### config.mk
export PLATFORM = sky130hd
export DESIGN_NAME = line_readout_ctrl
export DESIGN_NICKNAME = d
export VERILOG_FILES = /design/src/rtl/line_readout_ctrl.sv
export SDC_FILE = /design/constraint.sdc
export NUM_CORES = 1
export LEC_CHECK = 0
export ABC_AREA = 1
export BUFFER_PORTS_ARGS = -buffer_cell sky130_fd_sc_hd__buf_2
export CAP_MARGIN = 20
export CORE_MARGIN = 2
export CORE_UTILIZATION = 49
export CTS_CLUSTER_SIZE = 28
export DETAILED_ROUTE_END_ITERATION = 7
export PLACE_DENSITY = 0.75
export SKIP_LAST_GASP = 1
export SLEW_MARGIN = 20
export SYNTH_ARGS = -nofsm -noshare
export SYNTH_HDL_FRONTEND = slang
export SYNTH_SLANG_ARGS = --single-unit
### constraint.sdc
create_clock -name CLK -period 1.4 [get_ports CLK]
set_input_delay 0.07 -clock CLK [delete_from_list [all_inputs] [get_ports CLK]]
set_output_delay 0.07 -clock CLK [all_outputs]
set_load 0.01 [all_outputs]
### src/rtl/line_readout_ctrl.sv
`default_nettype none
// ============================================================================
// Module      : line_readout_ctrl
// Description : Reads one completed line out of a ping-pong line buffer and
//               turns it into a framed pixel stream. The writer fills one bank
//               while this block reads the other. BUFER_CHANGE flips the banks
//               each time a new line is accepted.
//               All sequential logic runs on the falling edge of CLK, which is
//               the read-port clock of the line buffer.
// Ports       : CLK          - read-side clock (falling-edge active)
//               RESET        - asynchronous, active-high reset
//               FRAME_START  - one-cycle pulse, the next line read is row 0
//               LINE_READY   - one-cycle pulse, the writer finished a line
//               BUF_DATA     - line buffer read data (RD_LATENCY after enable)
//               BUFER_CHANGE - bank select shared with the line buffer
//               BUFER_OUT_EN - line buffer read enable
//               PIX_DATA     - registered pixel word (0 when not valid)
//               PIX_VALID    - PIX_DATA qualifier
//               PIX_SOL/EOL  - first / last valid pixel of a line
//               PIX_SOF      - first valid pixel of row 0
//               OVERRUN      - sticky, a line arrived while one was being read
//               ROW_CNT      - index of the line currently being read out
// Revision    : 1.0 - initial release
// ============================================================================
module line_readout_ctrl #(
  parameter int ADC_WIDHT     = 14,
  parameter int PIX_IN_ROW    = 640,
  parameter int ROWS_IN_FRAME = 480,
  parameter int RD_LATENCY    = 4
) (
  input  logic                 CLK,
  input  logic                 RESET,
  input  logic                 FRAME_START,
  input  logic                 LINE_READY,
  input  logic [ADC_WIDHT-1:0] BUF_DATA,
  output logic                 BUFER_CHANGE,
  output logic                 BUFER_OUT_EN,
  output logic [ADC_WIDHT-1:0] PIX_DATA,
  output logic                 PIX_VALID,
  output logic                 PIX_SOL,
  output logic                 PIX_EOL,
  output logic                 PIX_SOF,
  output logic                 OVERRUN,
  output logic [9:0]           ROW_CNT
);

  typedef enum logic [1:0] {
    S_IDLE  = 2'd0,
    S_ARM   = 2'd1,
    S_READ  = 2'd2,
    S_DRAIN = 2'd3
  } state_t;

  localparam logic [10:0] c_last_pix   = 11'(PIX_IN_ROW - 1);
  // DRAIN lasts RD_LATENCY+1 cycles, so its counter runs 0..RD_LATENCY.
  localparam logic [10:0] c_last_drain = 11'(RD_LATENCY);
  localparam logic [9:0]  c_last_row   = 10'(ROWS_IN_FRAME - 1);

  state_t      r_state;
  state_t      w_next;
  logic [10:0] r_cnt;        // pixel index in READ, drain cycle in DRAIN
  logic        r_fs_pend;    // FRAME_START seen while a line was in flight
  logic        w_read;
  logic        w_accept;
  logic        w_drain_exit;

  // Per-stage tag {sol, eol, en} travelling alongside the read request so
  // the line markers line up with the returning data.
  logic [2:0]  r_pipe [RD_LATENCY];
  logic [2:0]  w_tap;

  assign w_read       = (r_state == S_READ);
  assign w_accept     = (r_state == S_IDLE) && LINE_READY;
  assign w_drain_exit = (r_state == S_DRAIN) && (r_cnt == c_last_drain);
  assign w_tap        = r_pipe[RD_LATENCY-1];

  // --------------------------------------------------------------------------
  // FSM
  // --------------------------------------------------------------------------
  always_ff @(negedge CLK or posedge RESET) begin
    if (RESET) begin
      r_state <= S_IDLE;
    end else begin
      r_state <= w_next;
    end
  end

  always_comb begin
    w_next       = r_state;
    BUFER_OUT_EN = 1'b0;
    case (r_state)
      S_IDLE: begin
        if (LINE_READY) begin
          w_next = S_ARM;
        end
      end
      S_ARM: begin
        w_next = S_READ;
      end
      S_READ: begin
        BUFER_OUT_EN = 1'b1;
        if (r_cnt == c_last_pix) begin
          w_next = S_DRAIN;
        end
      end
      S_DRAIN: begin
        if (r_cnt == c_last_drain) begin
          w_next = S_IDLE;
        end
      end
      default: begin
        w_next = S_IDLE;
      end
    endcase
  end

  // Counter restarts on every state change, so each state sees 0..N.
  always_ff @(negedge CLK or posedge RESET) begin
    if (RESET) begin
      r_cnt <= '0;
    end else if (r_state != w_next) begin
      r_cnt <= '0;
    end else if ((r_state == S_READ) || (r_state == S_DRAIN)) begin
      r_cnt <= r_cnt + 11'd1;
    end
  end

  // --------------------------------------------------------------------------
  // Bank select, overrun flag and row tracking
  // --------------------------------------------------------------------------
  always_ff @(negedge CLK or posedge RESET) begin
    if (RESET) begin
      BUFER_CHANGE <= 1'b0;
      OVERRUN      <= 1'b0;
      ROW_CNT      <= '0;
      r_fs_pend    <= 1'b0;
    end else begin
      if (w_accept) begin
        BUFER_CHANGE <= ~BUFER_CHANGE;
      end

      // A line offered while busy is lost; the writer must be told.
      if (LINE_READY && (r_state != S_IDLE)) begin
        OVERRUN <= 1'b1;
      end

      // A frame start during a readout must not retag the line in flight,
      // so it is remembered and applied when that line finishes.
      if (w_drain_exit) begin
        r_fs_pend <= 1'b0;
      end else if (FRAME_START && (r_state != S_IDLE)) begin
        r_fs_pend <= 1'b1;
      end

      if ((r_state == S_IDLE) && FRAME_START) begin
        ROW_CNT <= '0;
      end else if (w_drain_exit) begin
        if (r_fs_pend || FRAME_START || (ROW_CNT == c_last_row)) begin
          ROW_CNT <= '0;
        end else begin
          ROW_CNT <= ROW_CNT + 10'd1;
        end
      end
    end
  end

  // --------------------------------------------------------------------------
  // Read-latency alignment and output register
  // --------------------------------------------------------------------------
  always_ff @(negedge CLK or posedge RESET) begin
    if (RESET) begin
      for (int i = 0; i < RD_LATENCY; i++) begin
        r_pipe[i] <= '0;
      end
    end else begin
      r_pipe[0] <= {w_read && (r_cnt == 11'd0),
                    w_read && (r_cnt == c_last_pix),
                    w_read};
      for (int i = 1; i < RD_LATENCY; i++) begin
        r_pipe[i] <= r_pipe[i-1];
      end
    end
  end

  always_ff @(negedge CLK or posedge RESET) begin
    if (RESET) begin
      PIX_DATA  <= '0;
      PIX_VALID <= 1'b0;
      PIX_SOL   <= 1'b0;
      PIX_EOL   <= 1'b0;
      PIX_SOF   <= 1'b0;
    end else if (w_tap[0]) begin
      PIX_DATA  <= BUF_DATA;
      PIX_VALID <= 1'b1;
      PIX_SOL   <= w_tap[2];
      PIX_EOL   <= w_tap[1];
      // ROW_CNT only moves after the last word of the line is out.
      PIX_SOF   <= w_tap[2] && (ROW_CNT == 10'd0);
    end else begin
      PIX_DATA  <= '0;
      PIX_VALID <= 1'b0;
      PIX_SOL   <= 1'b0;
      PIX_EOL   <= 1'b0;
      PIX_SOF   <= 1'b0;
    end
  end

endmodule
`default_nettype wire

# Yosys cells after proc, flatten, opt, wreduce, memory -nomap -nowiden
# Index checks and enable logic that the tools add are counted.
# classes
addsub	2
n_eq_ne	7
n_mux	17
bitwise	1
n_reduce_logical	18
# op_table
op	count
$mux 10	3
$mux 11	2
$mux 14	1
$add 11x1->11 const B	1
$eq 11x10->1 const B	1
$eq 11x3->1 const B	1
$logic_not 11->1	1
$add 10x1->10 const B	1
$eq 10x9->1 const B	1
$logic_not 10->1	1
$logic_and 1x1->1	8
$pmux 2 s4	1
$reduce_bool 2->1	4
$mux 1	7
$mux 2	3
$eq 2x2->1 const B	2
$logic_or 1x1->1	3
$eq 2x1->1 const B	1
$logic_not 2->1	1
$ne 2x2->1	1
$not 1->1	1
# word_totals
register_bits	56
input_bits	18
output_inout_bits	31
wordCells	60

# Longest topological paths before layout
# Gate-level depths: netlist (run 1).
# depth
word_depth	5
depth_mapped	9
ltp_nobuf	9

==> results of run 1 <==
==> sequential cells by signal (all words and copies together), names as in the netlist <==
signal	flops
r_state	2
PIX_EOL	1
BUFER_CHANGE	1
PIX_VALID	1
OVERRUN	1
PIX_SOF	1
PIX_DATA	14
PIX_SOL	1
r_cnt	11
ROW_CNT	10
w_tap	3
r_fs_pend	1
r_pipe	9
==> what timing repair did <==
item | CTS | global route
endpoints found under the setup margin | 53 | 52
gates cloned | 3 | 0
setup buffers | 15 | 11
gates resized for setup | 45 | 44
hold buffers | 0 | 0
pin swaps | 15 | 14
==> critical path, stage by stage, from the launching register on <==
cell,delay [ns]
dfrtn_1,0.45
inv_2,0.07
nand2_4,0.06
inv_2,0.04
buf_6,0.11
==> power breakdown <==
group | total [mW] | switching [mW] | internal, mW
combinational | 0.125 | 0.0725 | 0.0521
sequential | 1.65 | 0.00620 | 1.65
clock | 0.943 | 0.576 | 0.366
total | 2.72 | 0.655 | 2.07
==> Yosys cell counts, types with 2 or more instances <==
cell type,number
nor3_1,6
xor2_1,3
nand4_1,4
nand2_2,3
nand3_2,2
a21oi_1,3
nand3_1,28
nor2_2,2
o21ai_1,7
o21ai_0,7
ha_1,4
nor2_1,36
clkbuf_1,2
nand2_1,69
inv_1,52
dfrtn_1,56
==> worst paths after layout <==
path,start,to,cells after the start
max reg2reg,r_cnt[1],r_cnt[1],8
min in group asynchronous,RESET,ROW_CNT[3],3
max,r_state[0],BUFER_OUT_EN,4
min,r_pipe[6],r_pipe[3],0
min reg2reg,r_pipe[6],r_pipe[3],0
max in group asynchronous,RESET,r_cnt[4],3
==> metrics by stage <==
stage | setup TNS (ns) | power, mW | instances | util [%] | cell area, um^2
2_1_floorplan | -0.00523 | 1.74 | 294 | - | 2520
3_3_place_gp | -2.47 | 1.80 | 437 | 63.7 | 3070
3_5_place_dp | -2.95 | 1.80 | 437 | 63.7 | 3070
4_1_cts | -7.82 | 2.71 | 463 | 71.9 | 3460
5_1_grt | -11.56 | 2.83 | 470 | 76.7 | 3690
6_report | -8.66 | 2.72 | 470 | 76.7 | 3690
==> per-layer routing <==
layer	vias to the layer above	share of wire, %	GRT usage, %
li1	1118	-	-
met1	1150	38	26.6
met2	124	51	39.9
met3	36	7.0	4.69
met4	0	3.8	8.38
met5	-	0	0
==> cell families after synthesis <==
kind of cell               share of synthesized area, %
AOI/OAI and AO/OA                                  3.72
xor gates and xnor gates                           1.41
adders and majority gates                          2.01
buffers and inverters                              8.94
DFF                                                56.3
and+or+nand+nor                                    27.6
==> layout make-up <==
cell class	count	area, um^2
sequential	56	1400
tap	67	83.8
clock inverter	3	25.0
fill	309	1120
timing repair buffer	102	731
inverter	53	213
multi-input combinational	183	1170
clock buffer	5	68.8
timing repair inverter	1	3.75
==> impl_metrics.env, run 1 <==
export IMPL_yosysWarningCount=0
export IMPL_cp_arrival_ns=1.74
export IMPL_via_per_inst=5.17
export IMPL_ir_drop_mv=0.443
export IMPL_dominantRegCellSynth="dfrtn_1"
export IMPL_grt_setup_unrepaired="yes"
export IMPL_r2r_slack_ns=-0.11
export IMPL_relSlewSlack_pct=79.5
export IMPL_clockBufferDepth=2
export IMPL_finalSetupViolCount=52
export IMPL_rows=25
export IMPL_final_cell_mix="dfrtn_1 (56), nand2_1 (53), buf_4 (47)"
export IMPL_synthesis_area_mm2=0.00249
export IMPL_grt_pass1_vias=2189
export IMPL_synth_nets=316
export IMPL_fin_skew_ns=0.00462
export IMPL_grt_total_usage_pct=22.4
export IMPL_fin_ws_ns=-0.408
export IMPL_vias=2428
export IMPL_finalMaxSlewViolations=0
export IMPL_wl_um=6900
export IMPL_die_area_mm2=0.00567
export IMPL_htreeDepth=2
export IMPL_cts_tree="built"
export IMPL_synth_edf_count=0
export IMPL_clk_latency_ns=0.31
export IMPL_io_pins=49
export IMPL_ys_top_cells_by_area="dfrtn_1 (56%), nand2_1 (10%), inv_1 (7.8%)"
export IMPL_core_area_mm2=0.00482
export IMPL_ys_seq_area_share_pct=56.3
export IMPL_syn_area_per_cell_um2=8.47
export IMPL_place_hpwl_um=3660
export IMPL_synth_top_area_share_pct=56.3
export IMPL_yosys_register_bits=56
export IMPL_synthCells=294
export IMPL_cts_made_buffers=5
export IMPL_cp_end_kind="output port"
export IMPL_yosysTopAreaCell="dfrtn_1"
export IMPL_async_flop_share_pct=100
export IMPL_cp_start_kind="register"
export IMPL_path_clk_slew_ns=0.07
export IMPL_pre_cts_slack_ns=-0.212
export IMPL_drt_wirelength_per_cell_um=14.7
export IMPL_drc_errors=0
export IMPL_layout_drive_gt1_share_pct=45.4
export IMPL_drt_first_iter_violations=238
export IMPL_antenna_found_initial=0
export IMPL_grt_max_degree=57
export IMPL_p_leak_nw=1.92
export IMPL_final_common_cell="dfrtn_1"
export IMPL_cts_sinks=56
export IMPL_worst_pin_slew_ns=0.305
export IMPL_firstDrtPassIters=5
export IMPL_outcome="finished with violations"
export IMPL_grt_pass1_wl_um=9780
export IMPL_p_per_area_mw_per_mm2=736
export IMPL_numPortBuffers=48
export IMPL_hold_viol=0
export IMPL_critPathKind="register to output port"
export IMPL_root_buffer="clkbuf_8"
export IMPL_area_delta_synth_final_pct=48.4
export IMPL_die_w_um=75.3
export IMPL_gp_congestion=0.859
export IMPL_antenna_cells=0
export IMPL_hold_worst_slack_ns=0.296
export IMPL_worst_hold_path_type="register to register"
export IMPL_ant_nets=0
export IMPL_failed_checks="negative setup slack"
export IMPL_die_y_um=75.3
export IMPL_final_nets=424
export IMPL_cap_violations=0
export IMPL_cp_max_fo=2
export IMPL_ys_types=26
export IMPL_globalRouteOverflowTotal=0
export IMPL_cp_required_ns=1.33
export IMPL_initial_core_util_pct=51.7
(Power assumes the default switching activity.)
==> run 2: changes to the inputs <==
Settings changed: SKIP_CTS_REPAIR_TIMING set to 1.
==> run 2 against run 1 <==
Against the previous run: the run still ends with negative setup slack left; first-iteration DRC count is 30% higher; clock skew is 0.0011 ns lower; hold slack worse by 0.0026 ns; cell area is 2.3% lower; setup slack better by 0.0059 ns; via count is 0.99% lower; sequential share of layout area is 0.91 points higher; critical path type unchanged.
==> impl_metrics.env, run 2 (synthesis gave the netlist of run 1 again) <==
export IMPL_fin_ws_ns=-0.402
export IMPL_clockBufferDepth=2
export IMPL_relSlewSlack_pct=81.0
export IMPL_setup_tns_ns=-9.25
export IMPL_largest_reg_flops=14
export IMPL_globalRouteOverflowTotal=0
export IMPL_core_area_mm2=0.00482
export IMPL_finalNonFillerCells=463
export IMPL_rows=25
export IMPL_wl_um=6570
export IMPL_nFillCells=331
export IMPL_final_nets=417
export IMPL_layout_drive_gt1_share_pct=42.9
export IMPL_cts_tree="built"
export IMPL_io_pins=49
export IMPL_clk_latency_ns=0.31
export IMPL_cap_violations=0
export IMPL_firstDrtPassIters=5
export IMPL_numPortBuffers=48
export IMPL_ant_nets=0
export IMPL_hold_viol=0
export IMPL_timing_rr_start="ROW_CNT[0]"
export IMPL_dp_cells=437
export IMPL_seqPwrFrac_pct=61.3
export IMPL_p_sw_share_pct=23.4
export IMPL_via_per_inst=5.19
export IMPL_min_to="r_pipe[3]"
export IMPL_place_hpwl_um=3660
export IMPL_cp_start_kind="register"
export IMPL_post_route_util_pct=74.9
export IMPL_cts_sinks=56
export IMPL_gp_congestion=0.859
export IMPL_p_switching_mw=0.630
export IMPL_min_from="r_pipe[6]"
export IMPL_worst_hold_path_type="register to register"
export IMPL_die_area_mm2=0.00567
export IMPL_worst_pin_slew_ns=0.283
export IMPL_grt_setup_unrepaired="yes"
export IMPL_area_delta_synth_final_pct=44.9
export IMPL_fin_skew_ns=0.00352
export IMPL_reg_top3="PIX_DATA x14, r_cnt x11, ROW_CNT x10"
export IMPL_ir_drop_mv=0.606
export IMPL_grt_pass1_vias=1985
export IMPL_initial_core_util_pct=51.7
export IMPL_critPathKind="register to output port"
export IMPL_r2r_slack_ns=-0.15
export IMPL_grt_total_usage_pct=19.0
export IMPL_hold_depth=0
export IMPL_p_per_area_mw_per_mm2=747
export IMPL_root_buffer="clkbuf_8"
export IMPL_reg2reg_to="ROW_CNT[7]"
export IMPL_finalMaxSlewViolations=0
export IMPL_drt_first_iter_violations=310
export IMPL_failed_checks="negative setup slack"
export IMPL_final_cell_mix="nand2_1 (59), dfrtn_1 (56), buf_4 (43)"
export IMPL_cp_arrival_ns=1.73
export IMPL_drc_errors=0
export IMPL_p_int_mw=2.07
export IMPL_rr_worst_depth=10
export IMPL_vias=2404
export IMPL_final_common_cell="nand2_1"
export IMPL_outcome="finished with violations"
export IMPL_antenna_cells=0
export IMPL_die_y_um=75.3
export IMPL_die_w_um=75.3
export IMPL_cp_end_kind="output port"
export IMPL_pwr_share_clk_pct=34.2
export IMPL_grt_max_degree=57
export IMPL_cp_required_ns=1.33
export IMPL_grt_pass1_wl_um=8390
export IMPL_p_comb_share_pct=4.5
export IMPL_antenna_found_initial=0
export IMPL_cts_made_buffers=5
export IMPL_htreeDepth=2
export IMPL_finalSetupViolCount=52
export IMPL_path_clk_slew_ns=0.07
export IMPL_drt_wirelength_per_cell_um=14.2
export IMPL_cp_max_fo=2
export IMPL_top_register="PIX_DATA"
export IMPL_p_leak_nw=1.87
## run 2: power by group through the flow
stage	combinational, mW	sequential, mW	clock, mW
final	0.121	1.65	0.921
after global routing	0.139	1.66	1.01
after CTS	0.118	1.65	0.945
after detailed placement	0.118	1.68	0
after global placement	0.115	1.68	0
after floorplan	0.0423	1.69	0
## run 2: worst max-delay path, cell delays in order (launching register included)
cell	delay, ns
dfrtn_1	0.45
inv_2	0.05
nand2_2	0.07
inv_2	0.04
buf_6	0.11
## run 2: how the worst max path moves through the flow
stage,slack [ns],from,to,depth (start not counted)
floorplan,-0.005,LINE_READY,r_cnt[8],7
global placement,-0.18,LINE_READY,r_cnt[8],9
detailed placement,-0.21,LINE_READY,r_cnt[8],8
CTS,-0.42,r_state[0],BUFER_OUT_EN,4
global route,-0.41,r_state[0],BUFER_OUT_EN,4
finish,-0.40,r_state[0],BUFER_OUT_EN,4
## run 2: metal layers
metal / track usage (%) / wire length, um / vias up
li1: - / - / 1108
met1: 21.8 / 2520 / 1140
met2: 35.3 / 3400 / 123
met3: 4.28 / 425 / 33
met4: 5.46 / 214 / 0
met5: 0 / 0 / -
## run 2: cell type report
cell class	count	area (um^2)	area share, %
Timing Repair inverter	1	6.26	0.173
Multi-Input combinational cell	183	1140	31.5
Sequential cell	56	1400	38.8
Clock inverter	3	25.0	0.693
Clock buffer	5	68.8	1.91
Tap cell	67	83.8	2.32
Timing Repair Buffer	95	673	18.7
Inverter	53	213	5.89
## run 2: metrics by stage
| step | total power, mW | setup slack, ns | area [um^2] | hold slack (ns) |
|---|---|---|---|---|
| after floorplan | 1.74 | -0.00523 | 2520 | 0.292 |
| after global placement | 1.80 | -0.175 | 3070 | 0.293 |
| after detailed placement | 1.80 | -0.212 | 3070 | 0.295 |
| after CTS | 2.71 | -0.415 | 3160 | 0.296 |
| after global routing | 2.80 | -0.414 | 3610 | 0.290 |
| final | 2.70 | -0.402 | 3610 | 0.293 |
==> run 3: changes to the inputs <==
Settings changed: CORE_UTILIZATION 49 to 51, CTS_BUF_LIST set to sky130_fd_sc_hd__clkbuf_4, PLACE_DENSITY 0.75 to 0.78.
==> run 3 against run 2 <==
Against the previous run: the run still ends with negative setup slack left; hold slack lost 0.014 ns; sequential share of layout area grew 1.0 points; cell area shrank 2.5%; flip-flop and latch count is the same; die area shrank 3.7%; combinational power shrank 3%; routed wire length shrank 8.9%; via count shrank 3.6%; count of clock-buffer cells in the layout is the same; setup slack lost 0.060 ns; total power shrank 6.1%; register-to-register slack lost 0.07 ns; largest cell class unchanged; largest power group unchanged.
==> impl_metrics.env, run 3 (synthesis gave the netlist of run 1 again) <==
export IMPL_outcome="finished with violations"
export IMPL_drt_wirelength_per_cell_um=12.8
export IMPL_final_cell_mix="nand2_1 (58), dfrtn_1 (56), buf_4 (48)"
export IMPL_finalPower_mw=2.53
export IMPL_globalRouteOverflowTotal=0
export IMPL_cp_start_kind="register"
export IMPL_min_from="r_pipe[6]"
export IMPL_p_per_area_mw_per_mm2=720
export IMPL_cts_sinks=56
export IMPL_finalMaxSlewViolations=0
export IMPL_drc_errors=0
export IMPL_reg_top3="PIX_DATA x14, r_cnt x11, ROW_CNT x10"
export IMPL_hold_viol=0
export IMPL_top_register="PIX_DATA"
export IMPL_grt_total_usage_pct=19.8
export IMPL_cap_violations=0
export IMPL_setup_tns_ns=-12.17
export IMPL_antenna_found_initial=0
export IMPL_root_buffer="clkbuf_4"
export IMPL_fin_skew_ns=0.0133
export IMPL_fin_ws_ns=-0.463
export IMPL_nFillCells=329
export IMPL_largest_reg_flops=14
export IMPL_final_common_cell="nand2_1"
export IMPL_io_pins=49
export IMPL_clockBufferDepth=2
export IMPL_cts_made_buffers=5
export IMPL_cp_end_kind="output port"
export IMPL_timing_rr_start="r_cnt[1]"
export IMPL_area_delta_synth_final_pct=41.3
export IMPL_met3_usage_pct=4.39
export IMPL_rows=25
export IMPL_hold_worst_slack_ns=0.280
export IMPL_initial_core_util_pct=52.7
export IMPL_ir_drop_mv=0.498
export IMPL_die_w_um=73.9
export IMPL_pre_cts_slack_ns=-0.218
export IMPL_cts_tree="built"
export IMPL_worst_hold_path_type="register to register"
export IMPL_grt_pass1_wl_um=8310
export IMPL_cp_required_ns=1.33
export IMPL_core_area_mm2=0.00472
export IMPL_drt_first_iter_violations=214
export IMPL_clk_latency_ns=0.37
export IMPL_die_area_mm2=0.00546
export IMPL_relSlewSlack_pct=79.5
export IMPL_failed_checks="negative setup slack"
export IMPL_antenna_cells=0
export IMPL_finalSetupViolCount=52
export IMPL_gp_congestion=0.878
export IMPL_cp_max_fo=2
export IMPL_finalNonFillerCells=467
export IMPL_ant_nets=0
export IMPL_htreeDepth=2
export IMPL_grtUsageMet1_pct=22.6
export IMPL_via_per_inst=4.96
export IMPL_grt_util_met2_pct=34.4
export IMPL_place_hpwl_um=3680
export IMPL_dp_cells=437
export IMPL_path_clk_slew_ns=0.11
export IMPL_critPathKind="register to output port"
export IMPL_firstDrtPassIters=4
export IMPL_p_leak_nw=1.87
export IMPL_top_usage_layer="met2"
export IMPL_cp_startpoint="r_state[0]"
export IMPL_numPortBuffers=48
export IMPL_wl_um=5980
export IMPL_grt_setup_unrepaired="yes"
export IMPL_layout_drive_gt1_share_pct=40.0
export IMPL_grt_pass1_vias=2100
export IMPL_grt_max_degree=57
export IMPL_cp_arrival_ns=1.79
export IMPL_final_nets=421
export IMPL_die_y_um=73.9
export IMPL_worst_pin_slew_ns=0.306
export IMPL_vias=2317
-- run 3: cell count changes in the layout (fill, tap and decap cells not counted), moves of 4 or more --
cell / delta
clkbuf_8: -5
buf_4: +5
o21ai_2: -4
nor2_1: +4
buf_2: +6
inv_2: -4
buf_6: -6
clkbuf_4: +5
-- run 3: routing by layer --
layer / vias up / share of wire (%)
li1: 1110 / -
met1: 1084 / 39
met2: 100 / 52
met3: 23 / 5.8
met4: 0 / 3.3
met5: - / 0
-- run 3: area by class of cell --
type / count / area (um^2) / share of cell area (%)
Timing Repair Buffer: 100 / 673 / 19.1
Sequential cell: 56 / 1400 / 39.8
Clock buffer: 5 / 37.5 / 1.07
Multi-Input combinational cell: 183 / 1080 / 30.8
Inverter: 53 / 210 / 5.98
Tap cell: 67 / 83.8 / 2.38
Clock inverter: 3 / 27.5 / 0.783
-- run 3: metrics by stage --
step,utilization (%),area [um^2]
2_1_floorplan,-,2520
3_3_place_gp,65.0,3070
3_5_place_dp,65.0,3070
4_1_cts,66.4,3140
5_1_grt,74.5,3520
6_report,74.5,3520
-- run 3: report_power, final --
part / internal (mW) / switching (mW) / total (mW)
logic: 0.0486 / 0.0686 / 0.117
clock network: 0.212 / 0.548 / 0.761
registers: 1.65 / 0.00506 / 1.65
-- run 3: critical path, cell delays in order, from the launching register on --
cell,delay [ns]
dfrtn_1,0.45
inv_2,0.05
nand2_2,0.07
inv_2,0.05
buf_6,0.11
-- run 3: final timing paths --
path / to / slack [ns] / depth (start not counted)
worst min-delay path: r_pipe[3] / 0.28 / 0
worst min register to register: r_pipe[3] / 0.28 / 0
min in group asynchronous: ROW_CNT[3] / 0.34 / 3
max in group asynchronous: PIX_DATA[11] / 0.78 / 3
worst max-delay path: BUFER_OUT_EN / -0.46 / 4
worst max register to register: r_cnt[8] / -0.22 / 9
